===== config.mk =====
export PLATFORM = sky130hd
export DESIGN_NAME = interrupt_controller_flat
export DESIGN_NICKNAME = d
export VERILOG_FILES = /design/src/rtl/interrupt_controller_if.sv /design/src/rtl/interrupt_controller.sv /design/src/flat_wrapper.sv
export SDC_FILE = /design/constraint.sdc
export NUM_CORES = 1
export LEC_CHECK = 0
export BUFFER_PORTS_ARGS = -buffer_cell sky130_fd_sc_hd__buf_2
export CORE_MARGIN = 5
export CORE_UTILIZATION = 32
export DETAILED_ROUTE_END_ITERATION = 8
export HOLD_SLACK_MARGIN = 0.12
export MAX_ROUTING_LAYER = met4
export PLACE_DENSITY = 0.66
export SETUP_SLACK_MARGIN = 0.4
export SYNTH_ARGS = -nofsm -noshare
export SYNTH_HDL_FRONTEND = slang
export SYNTH_SLANG_ARGS = --single-unit

===== constraint.sdc =====
create_clock -name clock -period 1.84 [get_ports clock]
set_input_delay 0.276 -clock clock [delete_from_list [all_inputs] [get_ports clock]]
set_output_delay 0.276 -clock clock [all_outputs]
set_load 0.1 [all_outputs]

===== src/rtl/interrupt_controller_if.sv =====
// Core-side interrupt handshake bundle between interrupt_controller (master)
// and the program counter (slave).
interface interrupt_controller_if #(
    parameter int ID_WIDTH = 3
);
    logic                interrupt_enable;
    logic [19:0]         interrupt_address;
    logic                interrupt_disable;
    logic [ID_WIDTH-1:0] active_id;
    logic                interrupt_ack;
    logic                interrupt_return;

    modport master (
        output interrupt_enable,
        output interrupt_address,
        output interrupt_disable,
        output active_id,
        input  interrupt_ack,
        input  interrupt_return
    );

    modport slave (
        input  interrupt_enable,
        input  interrupt_address,
        input  interrupt_disable,
        input  active_id,
        output interrupt_ack,
        output interrupt_return
    );
endinterface


===== src/rtl/interrupt_controller.sv =====
// Edge-capturing, masked, lowest-index-first vectored interrupt source for the core.
// Optional INTC_IRQ_SYNC_EN adds a two-flop synchroniser per irq_in bit.
module interrupt_controller #(
    parameter int          NUM_SOURCES  = 8,
    parameter int          ID_WIDTH     = 3,
    parameter logic [19:0] VECTOR_BASE  = 20'h00100,
    parameter int          VECTOR_SHIFT = 2
) (
    input  logic                   clock,
    input  logic                   reset,
    input  logic [NUM_SOURCES-1:0] irq_in,
    input  logic                   global_en,
    input  logic                   mask_wr,
    input  logic [NUM_SOURCES-1:0] mask_data,
    output logic [NUM_SOURCES-1:0] pending,
    interrupt_controller_if.master core
);

    typedef enum logic [1:0] {
        IDLE,
        REQUEST,
        SERVICE
    } state_t;

    state_t state, state_next;

    logic [NUM_SOURCES-1:0] irq_s;
    logic [NUM_SOURCES-1:0] irq_prev;
    logic [NUM_SOURCES-1:0] irq_rise;
    logic [NUM_SOURCES-1:0] mask;
    logic [NUM_SOURCES-1:0] eligible;
    logic [NUM_SOURCES-1:0] ack_clear;
    logic [NUM_SOURCES-1:0] pending_next;
    logic [ID_WIDTH-1:0]    winner;
    logic                   found;

    logic                   enable_next;
    logic [19:0]            address_next;
    logic                   disable_next;
    logic [ID_WIDTH-1:0]    id_next;

`ifdef INTC_IRQ_SYNC_EN
    logic [NUM_SOURCES-1:0] sync_q1;
    logic [NUM_SOURCES-1:0] sync_q2;

    always_ff @(posedge clock) begin
        if (reset) begin
            sync_q1 <= '0;
            sync_q2 <= '0;
        end else begin
            sync_q1 <= irq_in;
            sync_q2 <= sync_q1;
        end
    end

    assign irq_s = sync_q2;
`else
    assign irq_s = irq_in;
`endif

    assign irq_rise = irq_s & ~irq_prev;
    assign eligible = pending & mask;

    // A fresh edge on the bit being acknowledged must survive the clear.
    assign pending_next = (pending & ~ack_clear) | irq_rise;

    always_comb begin
        winner = '0;
        found  = 1'b0;
        for (int unsigned i = 0; i < NUM_SOURCES; i++) begin
            if (!found && eligible[i]) begin
                winner = ID_WIDTH'(i);
                found  = 1'b1;
            end
        end
    end

    always_comb begin
        state_next   = state;
        enable_next  = core.interrupt_enable;
        address_next = core.interrupt_address;
        disable_next = core.interrupt_disable;
        id_next      = core.active_id;
        ack_clear    = '0;
        unique case (state)
            IDLE: begin
                if (global_en && found) begin
                    id_next      = winner;
                    address_next = VECTOR_BASE + (20'(winner) << VECTOR_SHIFT);
                    enable_next  = 1'b1;
                    state_next   = REQUEST;
                end
            end
            REQUEST: begin
                if (core.interrupt_ack) begin
                    ack_clear    = NUM_SOURCES'(1) << core.active_id;
                    enable_next  = 1'b0;
                    disable_next = 1'b0;
                    state_next   = SERVICE;
                end
            end
            SERVICE: begin
                if (core.interrupt_return) begin
                    disable_next = 1'b1;
                    state_next   = IDLE;
                end
            end
            default: state_next = IDLE;
        endcase
    end

    always_ff @(posedge clock) begin
        if (reset) begin
            state                  <= IDLE;
            irq_prev               <= '0;
            mask                   <= '1;
            pending                <= '0;
            core.interrupt_enable  <= 1'b0;
            core.interrupt_address <= '0;
            core.interrupt_disable <= 1'b1;
            core.active_id         <= '0;
        end else begin
            state                  <= state_next;
            irq_prev               <= irq_s;
            pending                <= pending_next;
            core.interrupt_enable  <= enable_next;
            core.interrupt_address <= address_next;
            core.interrupt_disable <= disable_next;
            core.active_id         <= id_next;
            if (mask_wr) begin
                mask <= mask_data;
            end
        end
    end

endmodule


===== src/flat_wrapper.sv =====
// flat-port wrapper written by rule: the top's interface ports become plain ports
module interrupt_controller_flat 
#(
    parameter int          NUM_SOURCES  = 8,
    parameter int          ID_WIDTH     = 3,
    parameter logic [19:0] VECTOR_BASE  = 20'h00100,
    parameter int          VECTOR_SHIFT = 2
)
  (clock, reset, irq_in, global_en, mask_wr, mask_data, pending, core_interrupt_enable, core_interrupt_address, core_interrupt_disable, core_active_id, core_interrupt_ack, core_interrupt_return);
  interrupt_controller_if #(.ID_WIDTH(ID_WIDTH)) core_i ();
  input  logic clock;
  input  logic reset;
  input  logic [NUM_SOURCES-1:0] irq_in;
  input  logic global_en;
  input  logic mask_wr;
  input  logic [NUM_SOURCES-1:0] mask_data;
  output logic [NUM_SOURCES-1:0] pending;
  output wire logic [$bits(core_i.interrupt_enable)-1:0] core_interrupt_enable;
  output wire logic [$bits(core_i.interrupt_address)-1:0] core_interrupt_address;
  output wire logic [$bits(core_i.interrupt_disable)-1:0] core_interrupt_disable;
  output wire logic [$bits(core_i.active_id)-1:0] core_active_id;
  input wire logic [$bits(core_i.interrupt_ack)-1:0] core_interrupt_ack;
  input wire logic [$bits(core_i.interrupt_return)-1:0] core_interrupt_return;
  assign core_interrupt_enable = core_i.interrupt_enable;
  assign core_interrupt_address = core_i.interrupt_address;
  assign core_interrupt_disable = core_i.interrupt_disable;
  assign core_active_id = core_i.active_id;
  assign core_i.interrupt_ack = core_interrupt_ack;
  assign core_i.interrupt_return = core_interrupt_return;
  interrupt_controller #(.NUM_SOURCES(NUM_SOURCES), .ID_WIDTH(ID_WIDTH), .VECTOR_BASE(VECTOR_BASE), .VECTOR_SHIFT(VECTOR_SHIFT)) u_core (.clock(clock), .reset(reset), .irq_in(irq_in), .global_en(global_en), .mask_wr(mask_wr), .mask_data(mask_data), .pending(pending), .core(core_i));
endmodule

# ---- Word level (Yosys, flattened, before mapping)
# Cells that the tools add are included.
# W data, S select, Z words.
dict set report word_totals {
  output_inout_bits 33
  ff_bits 51
  word_cells 69
  inputBits 22
}
dict set report op_classes {
  shift 1
  add_sub_neg 1
  mux 26
  n_eq_ne 5
  bitwise 6
  n_reduce_logical 22
}
# cell n
set ops {}
lappend ops {{$and A8 B8 Y8} 3}
lappend ops {{$mux W3} 6}
lappend ops {{$mux W8} 2}
lappend ops {{$not A8 Y8} 2}
lappend ops {{$mux W1} 12}
lappend ops {{$add A9 B5 Y10 const A} 1}
lappend ops {{$reduce_and A3 Y1} 3}
lappend ops {{$logic_and A1 B1 Y1} 8}
lappend ops {{$or A8 B8 Y8} 1}
lappend ops {{$shl A1 B3 Y8 const A} 1}
lappend ops {{$logic_not A1 Y1} 7}
lappend ops {{$mux W2} 3}
lappend ops {{$pmux W2 S3} 1}
lappend ops {{$ne A2 B2 Y1 const B} 2}
lappend ops {{$pmux W1 S2} 2}
lappend ops {{$reduce_bool A2 Y1} 2}
lappend ops {{$eq A2 B1 Y1 const B} 1}
lappend ops {{$eq A2 B2 Y1 const B} 1}
lappend ops {{$logic_not A2 Y1} 1}
lappend ops {{$ne A2 B1 Y1 const B} 1}
lappend ops {{$reduce_and A2 Y1} 1}

# ---- Logic depth before layout (Yosys ltp)
# Gate-level depths: netlist (run 1).
dict set report logic_depth {
  ltp_word 26
  mapped_depth 4
  depth_no_buf 4
}

# ---- Worst setup path after synthesis (run 1)
# Ideal clock, no wire load.
dict set report synth_timing {
  path_kind {flip-flop to flip-flop}
  start {register u_core.pending[2]}
  end {register u_core.core.interrupt_address[4]}
  t_arrival_ns 1.822
  period_less_slack_ns 1.908
  required_ns 1.754
  slack_ns -0.068
  path_stages_with_launch 5
  setup_ns 0.086
  n_path_buf 0
  path_cell_list {dfxtp_1 -> a222oi_1 -> nand4_2 -> a21oi_1 -> a211oi_1}
}
dict set report synth_between {
  elab_chain_len 20
  elab_cells_between_ends 27
  cone_classes {1 x add/sub; 12 x mux; 1 x bitwise; 13 x reduce/logical}
}
# item line
set synth_lines {}
lappend synth_lines {{from (decl)} interrupt_controller.sv:15} ;# output logic [NUM_SOURCES-1:0] pending,
lappend synth_lines {{from (signal assigned)} interrupt_controller.sv:125} ;# pending <= pending_next;
lappend synth_lines {{$and A8 B8 Y8 (*)} interrupt_controller.sv:62} ;# assign eligible = pending & mask;
lappend synth_lines {{$logic_and A1 B1 Y1 (*)} interrupt_controller.sv:71} ;# if (!found && eligible[i]) begin
lappend synth_lines {{branches (longest 18 deep; another with $mux W1)} -}
lappend synth_lines {{to (signal assigned)} interrupt_controller.sv:127} ;# core.interrupt_address <= address_next;
lappend synth_lines {{to (decl)} interrupt_controller_if.sv:15} ;# output interrupt_address,
# Every way passes the cells marked *.
# A chain may end at the register's enable or synchronous reset.

# ---- Final worst setup path (run 1)
dict set report layout_timing {
  start {register u_core.pending[2]}
  end {register u_core.state[0]}
}
dict set report layout_between {
  elab_chain_len 21
}
# item line
set layout_lines {}
lappend layout_lines {{$and A8 B8 Y8 (*)} interrupt_controller.sv:62}
lappend layout_lines {{$logic_and A1 B1 Y1 (*)} interrupt_controller.sv:71}
lappend layout_lines {{$mux W1 (*)} interrupt_controller.sv:71}
lappend layout_lines {{$logic_not A1 Y1} interrupt_controller.sv:71}
lappend layout_lines {{$logic_and A1 B1 Y1} interrupt_controller.sv:71}
lappend layout_lines {{$mux W1 (*)} interrupt_controller.sv:71}
lappend layout_lines {{$logic_not A1 Y1} interrupt_controller.sv:71}
lappend layout_lines {{$logic_and A1 B1 Y1} interrupt_controller.sv:71}
lappend layout_lines {{[... 5 more ...]} -}
lappend layout_lines {{$logic_and A1 B1 Y1} interrupt_controller.sv:71}
lappend layout_lines {{$mux W1 (*)} interrupt_controller.sv:71}
lappend layout_lines {{$logic_not A1 Y1} interrupt_controller.sv:71}
lappend layout_lines {{$logic_and A1 B1 Y1} interrupt_controller.sv:71}
lappend layout_lines {{$mux W1 (*)} interrupt_controller.sv:71}
lappend layout_lines {{$logic_and A1 B1 Y1 (*)} interrupt_controller.sv:87} ;# if (global_en && found) begin
lappend layout_lines {{$ne A2 B1 Y1 (no source line) (*)} -}
lappend layout_lines {{$reduce_and A3 Y1 (no source line) (*)} -}
lappend layout_lines {{to (signal assigned)} interrupt_controller.sv:123} ;# state <= state_next;
lappend layout_lines {{to (decl)} interrupt_controller.sv:25} ;# state_t state, state_next;
# Every way passes the cells marked *; elsewhere a longest branch is shown, timed or not.

==> results of run 1 <==
==> cell usage in the layout (no fill, tap or decap), types with 2 or more instances in the layout <==
cell,n
o31ai_1,2
dfxtp_2,9
a211o_1,8
a211oi_1,3
buf_2,34
a22oi_1,2
clkbuf_4,4
nand2_1,9
nor2b_1,16
a21oi_1,16
buf_4,3
nor2_1,4
dfxtp_1,21
clkbuf_8,5
o21ai_1,6
nand2b_1,11
a31oi_1,2
o21ai_0,2
conb_1,16
dfxtp_4,2
==> layout make-up <==
cell class	instances	area [µm²]
tap	50	62.6
fill	411	2400
clock inverter	2	35.0
multi-input combinational	108	632
timing repair buffer	41	223
inverter	1	3.75
sequential	32	659
clock buffer	6	72.6
==> metal layers <==
metal | GRT usage | up-vias | routed length (µm)
li1 | - | 567 | -
met1 | 0.140 | 522 | 1310
met2 | 0.181 | 43 | 1340
met3 | 0.0422 | 5 | 296
met4 | 0.0524 | 0 | 45
met5 | - | - | 0
==> state kept, by name (all words and copies together) (netlist names) <==
name                           flops
u_core.core.interrupt_disable      1
u_core.state                       2
u_core.core.interrupt_address      2
u_core.core.active_id              2
u_core.pending                     8
u_core.mask                        8
u_core.irq_prev                    8
u_core.core.interrupt_enable       1
==> where the power goes <==
| group | total [mW] | switching [mW] | internal, mW |
|---|---|---|---|
| Combinational | 0.652 | 0.525 | 0.126 |
| Clock | 0.660 | 0.258 | 0.402 |
| Sequential | 0.802 | 0.0492 | 0.752 |
| Total | 2.11 | 0.833 | 1.28 |
==> worst register-to-register path, cell delays in order (launching register included) <==
cell      delay [ns]
dfxtp_4         0.35
a222oi_1        0.45
nand4_2         0.28
a31oi_1         0.22
nor3_1          0.06
==> worst min-delay path by stage <==
| stage | end | cells after the start | slack (ns) | startpoint |
|---|---|---|---|---|
| 2_1_floorplan | u_core.irq_prev[0] | 1 | 0.35 | reset |
| 3_3_place_gp | u_core.core.interrupt_address[8] | 2 | 0.46 | u_core.core.interrupt_address[8] |
| 3_5_place_dp | u_core.core.interrupt_address[8] | 2 | 0.46 | u_core.core.interrupt_address[8] |
| 4_1_cts | u_core.mask[4] | 2 | 0.18 | mask_data[4] |
| 5_1_grt | u_core.mask[5] | 2 | 0.21 | mask_data[5] |
| 6_report | u_core.mask[4] | 2 | 0.19 | mask_data[4] |
==> cells in the mapped netlist (3+ instances only) <==
cell type	instances
nand2b_1	11
buf_4	19
dfxtp_1	32
a211oi_1	3
o21ai_1	6
nor2_1	4
clkbuf_1	4
a21oi_1	17
nor2b_1	16
nand2_1	9
a211o_1	8
==> what timing repair did <==
item | CTS | global route
setup endpoints to repair | 6 | 10
gates resized for setup | 0 | 5
pin swaps | 2 | 2
setup buffers | 2 | 1
==> logic make-up after synthesis <==
logic type | after synthesis | share of synthesized area
AO/OA/AOI/OAI | 46 | 0.217
AND/OR/NAND/NOR | 46 | 0.197
flip-flops | 32 | 0.466
buffers and inverters | 24 | 0.117
other | 1 | 0.00273
==> flow_summary.toml, run 1 <==
[sta]
finalSetupViolations = 0
tns_ns = 0
fin_crit_ns = 1.51
clock_skew_ns = 0.00731
slew_viol_final = 0
worst_slack_ns = 0.334
fin_crit_sh = 0.819
rsz0062_at_grt = "yes"
whs_ns = 0.188
fmax_mhz = 664
report.final.hold_viol_count = 0
tightest_slew_ns = 0.567
slew_headroom = 0.622

[critical_path]
path_max_fanout = 6
end_kind = "register"
critical-path-max-stage-delay_ns = 0.45
r2r_setup_slack_ns = 0.33
r2r_start = "u_core.pending[2]"
r2r-end = "u_core.state[0]"
crit_family = "compound AO/OA/AOI/OAI gates"
cp-startpoint = "u_core.pending[2]"
cp.depth = 4
worstRegToRegCells = 4
cp_slowest_cell = "a222oi_1"
required_ns = 1.99
arrival_ns = 1.65
path_cells = "a222oi_1 -> nand4_2 -> a31oi_1 -> nor3_1"
path_buf_inv = 0
cp-endpoint = "u_core.state[0]"
crit_type = "reg -> reg"
worstSetupStartpointType = "register"

[grt]
grt_max_degree = 33
grt_first_pass_wirelength_mm = 4.97
grt-ovfl-total = 0
grt.total_usage = 0.118
grt_pass1_vias = 1093
grt_antenna_before_repair = 0

[logic_synthesis]
yosys.area.top_type_share = 0.466
synth_top_cell_by_area = "dfxtp_1"
synth-seq-cells = 32
yosysWarnings = 0
synth_edf_count = 0
synthTopCellsByArea = "dfxtp_1 (47%), buf_4 (10%), nor2b_1 (7.3%)"
ys.flop_type = "dfxtp_1"
syn_inst = 149
yosysSeqAreaShare = 0.466
synthArstFlopShare = 0
synth.distinct_cells = 27
syn_area_um2 = 1370
postSynthAreaPerCell_um2 = 9.22

[final_layout]
instances_no_fill = 240
final_core_util = 0.413
layout-drive-gt1-share = 0.332
diodes = 0
syn_to_final_growth_pct = 22.9
nets = 211
stdcell_area_um2 = 1690

[job]
maxCapViolCount = 0

[clocking]
cts-root-buf = "clkbuf_8"
cts_max_path_buffers = 2
htree_levels = 2
cts_hold_buf = 0
cts_tree = "built"
cts_sinks = 32
clkTransAtPathRegs_ns = 0.07
cts_buffers = 5
clk_latency_ns = 0.28

[route]
drt-total-wl_mm = 3.00
vias_per_cell = 4.74
num_vias = 1137
dr.pass1.iters = 4
final_antenna_net_count = 0
drt-initial-drc-count = 48
drc_errors = 0
wl_per_cell_um = 12.5

[place]
dpl.hpwl_mm = 2.25
place_congestion = 0.849
placedCellCount = 229
pre_cts_slack_ns = 0.299
io_buffers = 38
dpl-instance-area_um2 = 1540

[floorplan]
pin_count = 55
start_util = 0.336
die_h_um = 75.5
design.die.area_um2 = 5700
die_w_um = 75.5
core.rowCount = 23
core_area_um2 = 4090

[power_and_ir_drop]
p_per_area_nw_per_um2 = 1250
p_leak_nw = 0.749
power_mw = 2.11
vdd_drop_max_mv = 0.596

[worst_hold_path]
hp-class = "in -> reg"

[run_status]
status = "finished, final reports clean"
Note: power is estimated with default switching activity, not from simulation.
==> run 2, diff against run 1 <==
--- a/config.mk
+++ b/config.mk
@@ -11,7 +11,7 @@
 export DETAILED_ROUTE_END_ITERATION = 8
 export HOLD_SLACK_MARGIN = 0.12
 export MAX_ROUTING_LAYER = met4
-export PLACE_DENSITY = 0.66
+export PLACE_DENSITY = 0.68
 export SETUP_SLACK_MARGIN = 0.4
 export SYNTH_ARGS = -nofsm -noshare
 export SYNTH_HDL_FRONTEND = slang
==> constraint.sdc (replaced) <==
create_clock -name clock -period 1.27 [get_ports clock]
set_input_delay 0.1905 -clock clock [delete_from_list [all_inputs] [get_ports clock]]
set_output_delay 0.1905 -clock clock [all_outputs]
set_load 0.1 [all_outputs]
==> run 2 against run 1 <==
Compared with the run above: cell count up 7.5%; the flow now finishes with violations (negative setup slack); design area up 28%; via count up 7.0%; worst hold slack worse by 0.083 ns; largest cell class unchanged; register-to-register slack worse by 0.38 ns; highest routed layer unchanged; setup slack worse by 0.39 ns; critical path type is now reg -> out; utilization up 11 points; sequential power up 46%; clock skew down 0.0023 ns; sequential share of layout area down 7.4 points; clock-buffer cell count up 1; non-clock buffer count up 18.
==> flow_summary.toml, run 2 (synthesis gave the netlist of run 1 again) <==
[sta]
fin_crit_ns = 1.33
slew_viol_final = 0
rsz0062_at_grt = "yes"
fin_crit_sh = 1.04
finalSetupViolations = 6
clock_skew_ns = 0.00499
worst_slack_ns = -0.0553
slew_headroom = 0.623
fmax_mhz = 755
tightest_slew_ns = 0.565
report.final.hold_viol_count = 0

[critical_path]
r2r_setup_slack_ns = -0.05
arrival_ns = 1.13
worstSetupStartpointType = "register"
r2r_start = "u_core.mask[2]"
end_kind = "output port"
cp-startpoint = "u_core.pending[2]"
r2r-end = "u_core.core.active_id[0]"
path_max_fanout = 4
required_ns = 1.08
crit_type = "reg -> out"
worstRegToRegCells = 5

[worst_hold_path]
hp-class = "in -> reg"
holdPathStages = 2
min_to = "u_core.mask[7]"
hold_start = "mask_data[7]"

[place]
place_congestion = 0.754
placedCellCount = 239
io_buffers = 38
pre_cts_slack_ns = -0.0874
dpl.hpwl_mm = 2.42

[route]
dr.pass1.iters = 4
final_antenna_net_count = 0
drt-total-wl_mm = 3.33
wl_per_cell_um = 12.9
vias_per_cell = 4.72
num_vias = 1217
drc_errors = 0
drt-initial-drc-count = 42

[clocking]
clkTransAtPathRegs_ns = 0.07
cts-root-buf = "clkbuf_8"
cts_tree = "built"
cts_max_path_buffers = 2
clk_latency_ns = 0.29
cts_buffers = 5
htree_levels = 2
cts_hold_buf = 3
cts_sinks = 32

[final_layout]
layout-drive-gt1-share = 0.418
n_fill_cell = 365
layout_commonest_cell = "buf_2"
syn_to_final_growth_pct = 56.6
final_core_util = 0.527
instances_no_fill = 258
largestRegisters = "u_core.irq_prev: 8 flops, u_core.mask: 8 flops, u_core.pending: 8 flops"
layout_common_cells = "buf_2 (21), a21oi_1 (17), buf_12 (17)"
nets = 229
diodes = 0

[floorplan]
die_h_um = 75.5
die_w_um = 75.5
start_util = 0.336
design.die.area_um2 = 5700
core.rowCount = 23
pin_count = 55
core_area_um2 = 4090

[grt]
grt.total_usage = 0.135
grt_pass1_vias = 1136
grt_antenna_before_repair = 0
grt_first_pass_wirelength_mm = 5.37
grt-ovfl-total = 0
grt_max_degree = 33

[power_and_ir_drop]
p_per_area_nw_per_um2 = 1530
power_mw = 3.30
vdd_drop_max_mv = 0.677
p_leak_nw = 0.926

[run_status]
violations = "negative setup slack"
status = "complete, but fails checks"

[job]
maxCapViolCount = 0
[run 2: how the worst max path moves through the flow]
stage,end,slack (ns)
global placement,u_core.state[0],-0.09
finish,pending[2],-0.06
global route,u_core.state[0],-0.18
CTS,u_core.state[0],-0.04
floorplan,u_core.state[0],-0.25
detailed placement,u_core.state[0],-0.09
[run 2: area by class of cell]
type | instances | area, µm² | area share
multi-input cells | 108 | 658 | 0.306
well taps | 50 | 62.6 | 0.0291
flip-flops and latches | 32 | 681 | 0.316
clock buffers | 7 | 97.6 | 0.0453
repair buffers | 59 | 644 | 0.299
clock inverters | 1 | 5.00 | 0.00233
inverters | 1 | 3.75 | 0.00174
[run 2: metal layers]
layer	vias to the layer above	track usage	wire, µm
met5	-	-	0
met1	563	0.171	1500
li1	610	-	-
met2	37	0.196	1570
met3	7	0.0475	223
met4	0	0.0524	43
[run 2: worst max-delay path: stages, from the launching register on]
cell and delay, ns:
dfxtp_4 0.34, buf_4 0.13, buf_6 0.10, buf_6 0.12, buf_12 0.16
[run 2: what timing repair did]
item	in CTS	in global routing
endpoints found under the setup margin	34	35
resized for setup	17	4
buffers inserted	5	3
hold endpoints to repair	10	7
pin swaps	4	2
[run 2: metrics by stage]
step	setup TNS [ns]	cell area, µm²	hold WS (ns)
floorplan	-1.35	1520	0.262
global placement	-0.319	1880	0.397
detailed placement	-0.406	1880	0.404
CTS	-0.121	2110	0.0996
global route	-0.964	2150	0.0969
finish	-0.234	2150	0.106
[run 2: where the power goes]
| group | internal, mW | switching, mW |
|---|---|---|
| Sequential | 1.09 | 0.0807 |
| Clock | 0.502 | 0.379 |
| Combinational | 0.425 | 0.817 |
| Total | 2.02 | 1.28 |
